File: config.mk
export PLATFORM = sky130hd
export DESIGN_NAME = skid_fifo_struct
export DESIGN_NICKNAME = d
export VERILOG_FILES = /design/src/rtl/skid_fifo_struct.sv
export SDC_FILE = /design/constraint.sdc
export NUM_CORES = 1
export LEC_CHECK = 0
export BUFFER_PORTS_ARGS = -buffer_cell sky130_fd_sc_hd__buf_4
export CORE_ASPECT_RATIO = 0.9
export CORE_UTILIZATION = 51
export CTS_CLUSTER_SIZE = 25
export DETAILED_ROUTE_END_ITERATION = 6
export PLACE_DENSITY = 0.75
export SETUP_SLACK_MARGIN = 0.1
export SLEW_MARGIN = 10
export SYNTH_ARGS = -nofsm -noshare
export SYNTH_HDL_FRONTEND = slang
export SYNTH_SLANG_ARGS = --single-unit
File: constraint.sdc
create_clock -name clk -period 2.4 [get_ports clk]
set_input_delay 0.36 -clock clk [delete_from_list [all_inputs] [get_ports clk]]
set_output_delay 0.36 -clock clk [all_outputs]
set_load 0.005 [all_outputs]
File: src/rtl/skid_fifo_struct.sv
// Parametrised-depth valid/ready FIFO with synchronous flush, occupancy count and almost-full.
// Generalises the single-entry skid buffer; read side is combinational from registered state.
module skid_fifo_struct #(
   parameter type         T            = logic [31:0],
   parameter int unsigned DEPTH        = 4,
   parameter int unsigned AFULL_THRESH = DEPTH - 1
) (
   input  logic                         clk,
   input  logic                         reset,
   input  logic                         flush,
   input  logic                         valid_in,
   output logic                         ready_in,
   input  logic [$bits(T)-1:0]          data_in,
   output logic                         valid_out,
   input  logic                         ready_out,
   output logic [$bits(T)-1:0]          data_out,
   output logic [$clog2(DEPTH+1)-1:0]   count,
   output logic                         almost_full
);

   localparam int unsigned W  = $bits(T);
   localparam int unsigned PW = (DEPTH > 2) ? $clog2(DEPTH) : 1;
   localparam int unsigned CW = $clog2(DEPTH + 1);

   localparam logic [CW-1:0] DEPTH_C  = CW'(DEPTH);
   localparam logic [CW-1:0] AFULL_C  = CW'(AFULL_THRESH);
   localparam logic [PW-1:0] LAST_PTR = PW'(DEPTH - 1);

   logic [W-1:0]  mem_q [DEPTH];
   logic [PW-1:0] rd_ptr_q, rd_ptr_d;
   logic [PW-1:0] wr_ptr_q, wr_ptr_d;
   logic [CW-1:0] count_q,  count_d;

   logic full, empty, push, pop;

   // Explicit wrap so non-power-of-two depths index only valid entries.
   function automatic logic [PW-1:0] ptr_inc(input logic [PW-1:0] p);
      return (p == LAST_PTR) ? '0 : p + 1'b1;
   endfunction

   always_comb begin
      full        = (count_q == DEPTH_C);
      empty       = (count_q == '0);
      ready_in    = (!full || ready_out) && !flush;
      valid_out   = !empty && !flush;
      push        = valid_in && ready_in;
      pop         = valid_out && ready_out;
      data_out    = mem_q[rd_ptr_q];
      count       = count_q;
      almost_full = (count_q >= AFULL_C);
   end

   always_comb begin
      rd_ptr_d = rd_ptr_q;
      wr_ptr_d = wr_ptr_q;
      count_d  = count_q;
      if (push) wr_ptr_d = ptr_inc(wr_ptr_q);
      if (pop)  rd_ptr_d = ptr_inc(rd_ptr_q);
      unique case ({push, pop})
         2'b10:   count_d = count_q + 1'b1;
         2'b01:   count_d = count_q - 1'b1;
         default: count_d = count_q;
      endcase
   end

   always_ff @(posedge clk) begin
      if (!reset || flush) begin
         rd_ptr_q <= '0;
         wr_ptr_q <= '0;
         count_q  <= '0;
      end else begin
         rd_ptr_q <= rd_ptr_d;
         wr_ptr_q <= wr_ptr_d;
         count_q  <= count_d;
      end
   end

   // Storage carries no reset; pointers alone define which entries are live.
   always_ff @(posedge clk) begin
      if (push) mem_q[wr_ptr_q] <= data_in;
   end

   a_count_bound : assert property (@(posedge clk) count_q <= DEPTH_C);

   a_head_stable : assert property (@(posedge clk) disable iff (!reset)
      (valid_out && !ready_out && !flush) |=> $stable(data_out));

endmodule

==> qor.csv, run 1 <==
metric,value,unit
fin_ws,0.169,ns
cts_root_buf,clkbuf_8,
initial_utilization,0.527,
crit_fanout,6,
crit_type,reg2reg,
die_h,97.2,microns
cts_buffers,17,
yosys_register_bits,137,
skew,0.00615,ns
vias,2442,
synth.yosys.seq_area_share,0.784,
grt_pass1_vias,2576,
setup_violations,0,
required,2.83,ns
cts_tree,done,
drc,0,
grt_first_pass_wirelength,13400,microns
tightest_slew,0.881,ns
path_clk_slew,0.06,ns
worst_ep_arrival_time,2.66,ns
crit_path_end_kind,flip-flop,
first_pass_iters,4,
place_congestion,0.731,
finalHoldWorstSlack,0.0501,ns
hold_path.class,in2reg,
post-place-ws,-0.0265,ns
vias_per_cell,5.37,
critPathBufInv,2,
leakagePower,2.20,nW
final_antenna_net_count,0,
yosys_warnings,0,
syn_nets,270,
maxCapViolCount,0,
placed_area,0.00588,sq mm
grt_overflow,0,
grt_max_degree,33,
drive_gt1_frac,0.477,
critPathTopFamily,simple AND/OR/NAND/NOR gates,
cts_max_level,4,
antenna_cells,0,
drt_iter0_drc,81,
dp_hpwl,4920,microns
final_cell_area,0.00646,sq mm
detail_route.wl_per_cell,18.8,microns
avgSynthCellArea,22.7,sq um
synthCells,226,
period_needed,2.23,ns
critical-path-max-stage-delay,0.46,ns
cts_buffer_depth,2,
ys.flop_type,edfxtp_1,
grt_usage,0.179,
synthDistinctLibCells,28,
power,0.00529,W
port_buffers,74,
async_flop_share,0,
dieArea,0.0105,sq mm
core,0.00974,sq mm
fillers,630,
startpoint_type,flip-flop,
clock_latency,0.51,ns
syn_area,0.00513,sq mm
crit_slowest_cell,or4b_4,
timing.final.crit_share,0.930,
postCtsSetupRepairBufs,0,
nets,360,
fmax,448,MHz
power.density,819,mW/mm^2
finish.utilization,0.663,
drv_slew,0,
peakVddDrop,518,uV
antenna_found_initial,0,
io_pins,75,
status,"finished, final reports clean",
rsz0062_at_grt,yes,
rows,34,
wl,8570,microns
hold_viol,0,
area_growth,25.8,%
crit_chain,"or4b_4, and2_4, inv_2, ha_4, inv_1, fa_2, xor2_1, or3_1, a21oi_2",
synth_edf_count,128,
timing.slew.headroom,0.413,
die_width,108,microns
clock_sinks,137,
-- layer usage --
| layer | track usage | wire, microns | vias to the layer above |
|---|---|---|---|
| met5 | 0 | 0 | - |
| met4 | 0.0601 | 74 | 0 |
| met3 | 0.0577 | 415 | 8 |
| met2 | 0.288 | 4280 | 66 |
| met1 | 0.229 | 3800 | 1256 |
| li1 | - | - | 1112 |
-- cells in the mapped netlist (3+ instances only) --
master / n / area [sq um]
mux4_2: 32 / 721
nor2_1: 5 / 18.8
edfxtp_1: 128 / 3840
and3_1: 4 / 25.0
dfxtp_1: 9 / 180
inv_1: 5 / 18.8
ha_1: 6 / 75.1
buf_1: 3 / 11.3
nand4_1: 3 / 18.8
nand2_1: 3 / 11.3
nor2b_1: 5 / 31.3
buf_4: 3 / 22.5
-- worst paths after layout --
path	from	to	slack, ns	cells past startpoint
worst max-delay path	count[2]$_SDFFE_PP0P_	count[2]$_SDFFE_PP0P_	0.17	9
worst min-delay path	data_in[3]	mem_q[1][3]$_DFFE_PP_	0.05	1
worst max register to register	count[2]$_SDFFE_PP0P_	count[2]$_SDFFE_PP0P_	0.17	9
worst min register to register	rd_ptr_q[1]$_SDFFE_PP0P_	flip-flop	0.51	2
-- placed cells by master (no fill, tap or decap), types with 3 or more instances in the layout --
cell,count
dfxtp_2,3
inv_6,3
and3_2,4
buf_4,78
clkinvlp_4,3
nand2_1,3
inv_1,5
nand4_1,3
nor2_1,5
edfxtp_1,128
clkinv_4,3
clkbuf_16,16
ha_1,5
mux4_2,32
dfxtp_1,5
nor2b_1,5
-- worst register-to-register path, stage by stage, from the launching register on --
cell     delay, ns
dfxtp_4       0.37
or4b_4        0.46
and2_4        0.17
inv_2         0.06
ha_4          0.13
inv_1         0.05
fa_2          0.32
xor2_1        0.15
or3_1         0.32
a21oi_2       0.12
-- state kept, by name, indices dropped and copies added (netlist names), named ones only --
signal,cells
count,3
mem_q,128
rd_ptr_q,2
wr_ptr_q,2
-- metrics by stage --
step                TNS (ns)  instances
floorplan                  0        226
global placement           0        423
detailed placement   -0.0265        423
CTS                        0        455
global route               0        455
finish                     0        455
-- power by group --
| part | internal, W | total [W] | switching [W] | leakage [nW] |
|---|---|---|---|---|
| sequential | 0.00265 | 0.00266 | 0.00000878 | 1.24 |
| clock | 0.00149 | 0.00244 | 0.000956 | 0.269 |
| combinational | 0.000106 | 0.000191 | 0.0000849 | 0.698 |
| total | 0.00424 | 0.00529 | 0.00105 | 2.20 |
-- repair_timing --
item / in CTS / in global routing
gates resized for setup: 1 / 3
endpoints found under the setup margin: 1 / 1
hold buffers: 0 / 0
-- final cells by class --
type,count,area (sq um),share of cell area
flip-flops and latches,137,4030,0.624
multi-input cells,75,1070,0.166
repair buffers,79,606,0.0938
clock buffers,19,422,0.0653
well taps,126,158,0.0244
clock inverters,13,145,0.0225
inverters,6,22.5,0.00349
-- cells by family after synthesis --
logic type	synth area share
flip-flops	0.784
XOR/XNOR	0.00341
buffers and inverters	0.0127
adder cells (fa/ha/maj)	0.0185
multiplexers	0.142
AO/OA/AOI/OAI	0.0102
AND/OR/NAND/NOR	0.0290
Note: power is estimated with default switching activity, not from simulation.
==> inputs of run 2 (changes only) <==
CORE_MARGIN = 1.5   (was default)
PLACE_DENSITY = 0.84   (was 0.75)
SETUP_SLACK_MARGIN = 0.3   (was 0.1)
==> run 2 against run 1 <==
Compared with the run above:
- maximum frequency shrank 0.25%
- core utilization grew 2.9 points
- register-to-register slack is essentially flat
- sequential cell count is the same
- power grew 0.44%
- critical path type unchanged
==> qor.csv, run 2 (synthesis results as in run 1) <==
metric,value,unit,change
dp_cells,423,,unchanged
core,0.00974,sq mm,unchanged
p_clk_frac,0.459,,-0.003
antenna_cells,0,,unchanged
crit_top_cell,inv_2,,
grt_first_pass_wirelength,13900,microns,+3.4%
detail_route.wl_per_cell,19.8,microns,+4.9%
cts_buffers,17,,unchanged
hold_viol,0,,unchanged
vias,2492,,+2.0%
initial_utilization,0.527,,unchanged
first_pass_iters,5,,+1
top_register,mem_q,,
die_h,98.2,microns,+1.0%
drive_gt1_frac,0.494,,+0.0169
vias_per_cell,5.37,,about the same
setup_violations,0,,unchanged
p_int,0.00425,W,+0.20%
largest_reg_flops,128,,unchanged
wl,9170,microns,+7.0%
io_pins,75,,unchanged
grt_max_degree,33,,unchanged
crit_chain,"or4b_4, and2_4, inv_2, ha_4, inv_2, fa_2, xor2_1, or3_1, a21oi_1",,
critical-path-max-stage-delay,0.51,ns,+0.05 ns
fin_cells,464,,+2.0%
crit_slowest_cell,or4b_4,,
antenna_found_initial,0,,unchanged
fmax,447,MHz,-0.25%
dp_hpwl,5230,microns,+6.3%
place_congestion,0.731,,about the same
area_growth,31.3,%,
finalHoldWorstSlack,0.0570,ns,+0.00683 ns
die_width,109,microns,+0.93%
clock_sinks,137,,unchanged
power.density,788,mW/mm^2,-3.8%
p_switching,0.00106,W,+1.4%
path_clk_slew,0.06,ns,about the same
required,2.83,ns,about the same
crit_start,count[1]$_SDFFE_PP0P_,,
tightest_slew,0.876,ns,-0.00485 ns
port_buffers,74,,unchanged
crit_fanout,6,,unchanged
rows,34,,unchanged
finish.utilization,0.692,,+0.0290
grt_overflow,0,,unchanged
clock_latency,0.50,ns,about the same
postCtsHoldBufs,0,,unchanged
maxCapViolCount,0,,unchanged
grt_pass1_vias,2629,,+2.1%
final_antenna_net_count,0,,unchanged
critPathTopFamily,simple AND/OR/NAND/NOR gates,,
critPathBufInv,2,,unchanged
period_needed,2.24,ns,+0.00565 ns
rsz0062_at_grt,yes,,
crit_path_end_kind,flip-flop,,
startpoint_type,flip-flop,,
mostFrequentLayoutCells,"edfxtp_1 (128), buf_4 (49), buf_6 (33), mux4_2 (32), clkbuf_16 (17)",,
cts_max_level,4,,unchanged
hold_path.startpoint,data_in[2],,
layout_commonest_cell,edfxtp_1,,
nets,369,,+2.5%
leakagePower,2.32,nW,+5.2%
combPwrFrac,0.041,,+0.005
grt_usage,0.185,,+0.00577
cts_tree,done,,
peakVddDrop,508,uV,-2.0%
hold_path.class,in2reg,,
crit_type,reg2reg,,
drv_slew,0,,unchanged
timing.slew.headroom,0.416,,+0.00323
drc,0,,unchanged
cts_buffer_depth,2,,unchanged
skew,0.00987,ns,+0.00372 ns
cts_root_buf,clkbuf_8,,
status,"finished, final reports clean",,
swShare,0.200,,+0.00188
worst_ep_arrival_time,2.67,ns,about the same
sequentialPowerShare,0.500,,-0.002
dieArea,0.0107,sq mm,+2.0%
drt_iter0_drc,89,,+9.9%
timing.final.crit_share,0.932,,+0.00235
reg2reg_from,count[1]$_SDFFE_PP0P_,,
## run 2: changes by cell type in the layout (fill, tap and decap cells not counted), moves of 2 or more
cell      previous run  this run
buf_6                0        33
buf_4               78        49
clkinv_1             0         3
buf_12               1         3
buf_16               0         2
clkbuf_1             2         0
## run 2: per-layer routing
| layer | share of wire | global-route usage | vias to the layer above |
|---|---|---|---|
| met5 | 0 | 0 | - |
| met4 | 0.0095 | 0.0638 | 0 |
| met3 | 0.054 | 0.0541 | 8 |
| met2 | 0.52 | 0.311 | 74 |
| met1 | 0.42 | 0.228 | 1271 |
| li1 | - | - | 1139 |
## run 2: timing repair
item                                    in CTS  in global routing
buffers inserted                             4                  2
cloned                                       2                  1
endpoints found under the setup margin      35                163
pin swaps                                    1                  1
resized for setup                           30                 15
## run 2: stage by stage
stage	instance area, sq um	power (W)	TNS (ns)	setup slack, ns
finish	6740	0.00531	0	0.163
global route	6740	0.00550	0	0.0830
CTS	6630	0.00535	0	0.153
detailed placement	5880	0.00290	-0.000350	-0.000350
global placement	5880	0.00289	0	0.0500
floorplan	5160	0.00277	0	0.0909
## run 2: area by class of cell
type	instances	area, sq um
multi-input cells	75	1080
repair buffers	88	880
clock inverters	15	150
well taps	126	158
clock buffers	17	414
fillers	602	3000
flip-flops and latches	137	4040
inverters	6	22.5
## run 2: path summary, 6_finish.rpt
check	cells past startpoint	slack [ns]	end
max reg2reg	9	0.16	count[2]$_SDFFE_PP0P_
min	1	0.06	mem_q[3][2]$_DFFE_PP_
min reg2reg	2	0.49	flip-flop
max	9	0.16	count[2]$_SDFFE_PP0P_
## run 2: power by group through the flow
stage	combinational [W]	clock [W]	sequential [W]
2_1_floorplan	0.0000692	0	0.00271
3_3_place_gp	0.000187	0	0.00271
3_5_place_dp	0.000195	0	0.00271
4_1_cts	0.000211	0.00248	0.00266
5_1_grt	0.000238	0.00260	0.00266
6_report	0.000220	0.00244	0.00266
## run 2: worst register-to-register path, cell delays in order (launching register included)
cell     delay, ns
dfxtp_4       0.36
or4b_4        0.51
and2_4        0.16
inv_2         0.06
ha_4          0.13
inv_2         0.03
fa_2          0.33
xor2_1        0.15
or3_1         0.31
a21oi_1       0.12
==> inputs of run 3 (changes only) <==
BUFFER_PORTS_ARGS = -buffer_cell sky130_fd_sc_hd__buf_2   (was -buffer_cell sky130_fd_sc_hd__buf_4)
==> run 3 against run 2 <==
Compared with the run above:
- global-route usage is 0.23 points lower
- setup slack better by 0.040 ns
- cell count is 0.86% lower
- power is 0.52% higher
- clock power is 3% higher
- worst hold slack better by 0.00076 ns
- first-iteration DRC count is 82% higher
- critical path type unchanged
- critical endpoint unchanged
- largest power group unchanged
==> qor.csv, run 3 (synthesis results as in run 1) <==
metric,value,unit,change
grt_overflow,0,,unchanged
postCtsHoldBufs,0,,unchanged
crit_fanout,2,,-4
top_register,mem_q,,
fmax,455,MHz,+1.8%
io_pins,75,,unchanged
worst_ep_arrival_time,2.65,ns,-0.02 ns
core,0.00974,sq mm,unchanged
rsz0062_at_grt,yes,,
timing.final.crit_share,0.916,,-0.0165
first_pass_iters,4,,-1
initial_utilization,0.527,,unchanged
layout_commonest_cell,edfxtp_1,,
mostFrequentLayoutCells,"edfxtp_1 (128), buf_2 (73), mux4_2 (32), clkbuf_16 (18)",,
grt_max_degree,33,,unchanged
largest_reg_flops,128,,unchanged
status,"finished, final reports clean",,
final_antenna_net_count,0,,unchanged
drt_iter0_drc,162,,+82%
die_width,109,microns,unchanged
port_buffers,74,,unchanged
die_h,98.2,microns,unchanged
crit_path_end_kind,flip-flop,,
clock_latency,0.52,ns,+0.02 ns
path_clk_slew,0.06,ns,about the same
vias,2528,,+1.4%
cts_tree,done,,
min_path_cells,1,,unchanged
hold_path.startpoint,data_in[31],,
hold_path.class,in2reg,,
dieArea,0.0107,sq mm,unchanged
peakVddDrop,474,uV,-6.7%
grt_usage,0.182,,-0.00226
worstReg2RegEnd,count[2]$_SDFFE_PP0P_,,
wl,9040,microns,-1.4%
setup_tns,0,ns,unchanged
clock_sinks,137,,unchanged
period_needed,2.20,ns,-0.0397 ns
area_growth,25.0,%,
drive_gt1_frac,0.497,,+0.00292
cts_buffer_depth,2,,unchanged
nets,365,,-1.1%
drc,0,,unchanged
power,0.00534,W,+0.52%
maxCapViolCount,0,,unchanged
regToRegSetupSlack,0.20,ns,+0.04 ns
vias_per_cell,5.50,,+2.3%
grt_first_pass_wirelength,13800,microns,-0.55%
holdPathEnd,mem_q[2][31]$_DFFE_PP_,,
place_congestion,0.709,,-3.0%
startpoint_type,flip-flop,,
cts_max_level,4,,unchanged
detail_route.wl_per_cell,19.7,microns,-0.59%
tightest_slew,0.865,ns,-0.0107 ns
skew,0.00578,ns,-0.00409 ns
dp_cells,422,,-0.24%
fin_cells,460,,-0.86%
drv_slew,0,,unchanged
setup_violations,0,,unchanged
hold_viol,0,,unchanged
cts_root_buf,clkbuf_8,,
antenna_found_initial,0,,unchanged
power.density,832,mW/mm^2,+5.6%
crit_type,reg2reg,,
leakagePower,2.20,nW,-5.3%
required,2.85,ns,+0.02 ns
timing.slew.headroom,0.423,,+0.00710
rows,34,,unchanged
grt_pass1_vias,2633,,+0.15%
reg2regPathDepth,9,,unchanged
cts_buffers,17,,unchanged
antenna_cells,0,,unchanged
reg2reg_from,count[1]$_SDFFE_PP0P_,,
dp_hpwl,5040,microns,-3.5%
==> run 3: cell types whose count changed in the layout (fill, tap and decap cells not counted), sizes merged <==
| cell | delta |
|---|---|
| clkbuf | +1 |
| inv | +2 |
| clkinv | -3 |
| buf | -5 |
| clkinvlp | +1 |
==> run 3: area by class of cell <==
class                           instances  area (sq um)
Fill cell                             659          3330
Clock inverter                         15           165
Sequential cell                       137          4040
Inverter                                6          22.5
Timing Repair Buffer                   84           544
Multi-Input combinational cell         75          1070
Tap cell                              126           158
Clock buffer                           17           414
==> run 3: metrics by stage <==
stage / hold slack [ns] / util / cell area (sq um) / setup WS, ns
floorplan: 0.454 / - / 5160 / 0.0909
global placement: 0.469 / 0.585 / 5700 / 0.0570
detailed placement: 0.480 / 0.585 / 5700 / 0.0287
CTS: 0.0322 / 0.652 / 6350 / 0.174
global route: 0.0417 / 0.659 / 6420 / 0.129
finish: 0.0577 / 0.659 / 6420 / 0.203
==> run 3: routing by layer <==
layer | GRT usage | vias to the layer above | routed length, microns
met3 | 0.0721 | 13 | 615
li1 | - | 1131 | -
met1 | 0.237 | 1299 | 3800
met2 | 0.281 | 85 | 4480
met5 | 0 | - | 0
met4 | 0.0638 | 0 | 138
==> run 3: worst max path at each step <==
stage / cells after the start / slack (ns) / endpoint / from
3_5_place_dp: 10 / 0.03 / count[2]$_SDFFE_PP0P_ / ready_out
3_3_place_gp: 10 / 0.06 / count[2]$_SDFFE_PP0P_ / ready_out
2_1_floorplan: 10 / 0.09 / count[2]$_SDFFE_PP0P_ / ready_out
6_report: 9 / 0.20 / count[2]$_SDFFE_PP0P_ / count[1]$_SDFFE_PP0P_
5_1_grt: 9 / 0.13 / count[2]$_SDFFE_PP0P_ / count[1]$_SDFFE_PP0P_
4_1_cts: 9 / 0.17 / count[2]$_SDFFE_PP0P_ / count[1]$_SDFFE_PP0P_
==> run 3: timing repair <==
item,in CTS,in global routing
setup endpoints to repair,35,35
pin swaps,1,3
buffers inserted,3,0
cloned,1,2
gates resized for setup,10,4
==> run 3: critical path, cell delays in order (launching register included) <==
cell     delay, ns
dfxtp_4       0.34
or4b_4        0.51
and2_4        0.16
inv_2         0.05
ha_4          0.13
inv_2         0.03
fa_2          0.32
xor2_1        0.15
or3_1         0.32
a21oi_2       0.12
==> run 3: report_power, final <==
part / total [W] / internal (W) / switching [W]
sequential: 0.00265 / 0.00264 / 0.00000971
combinational: 0.000166 / 0.0000805 / 0.0000851
clock: 0.00252 / 0.00150 / 0.00103
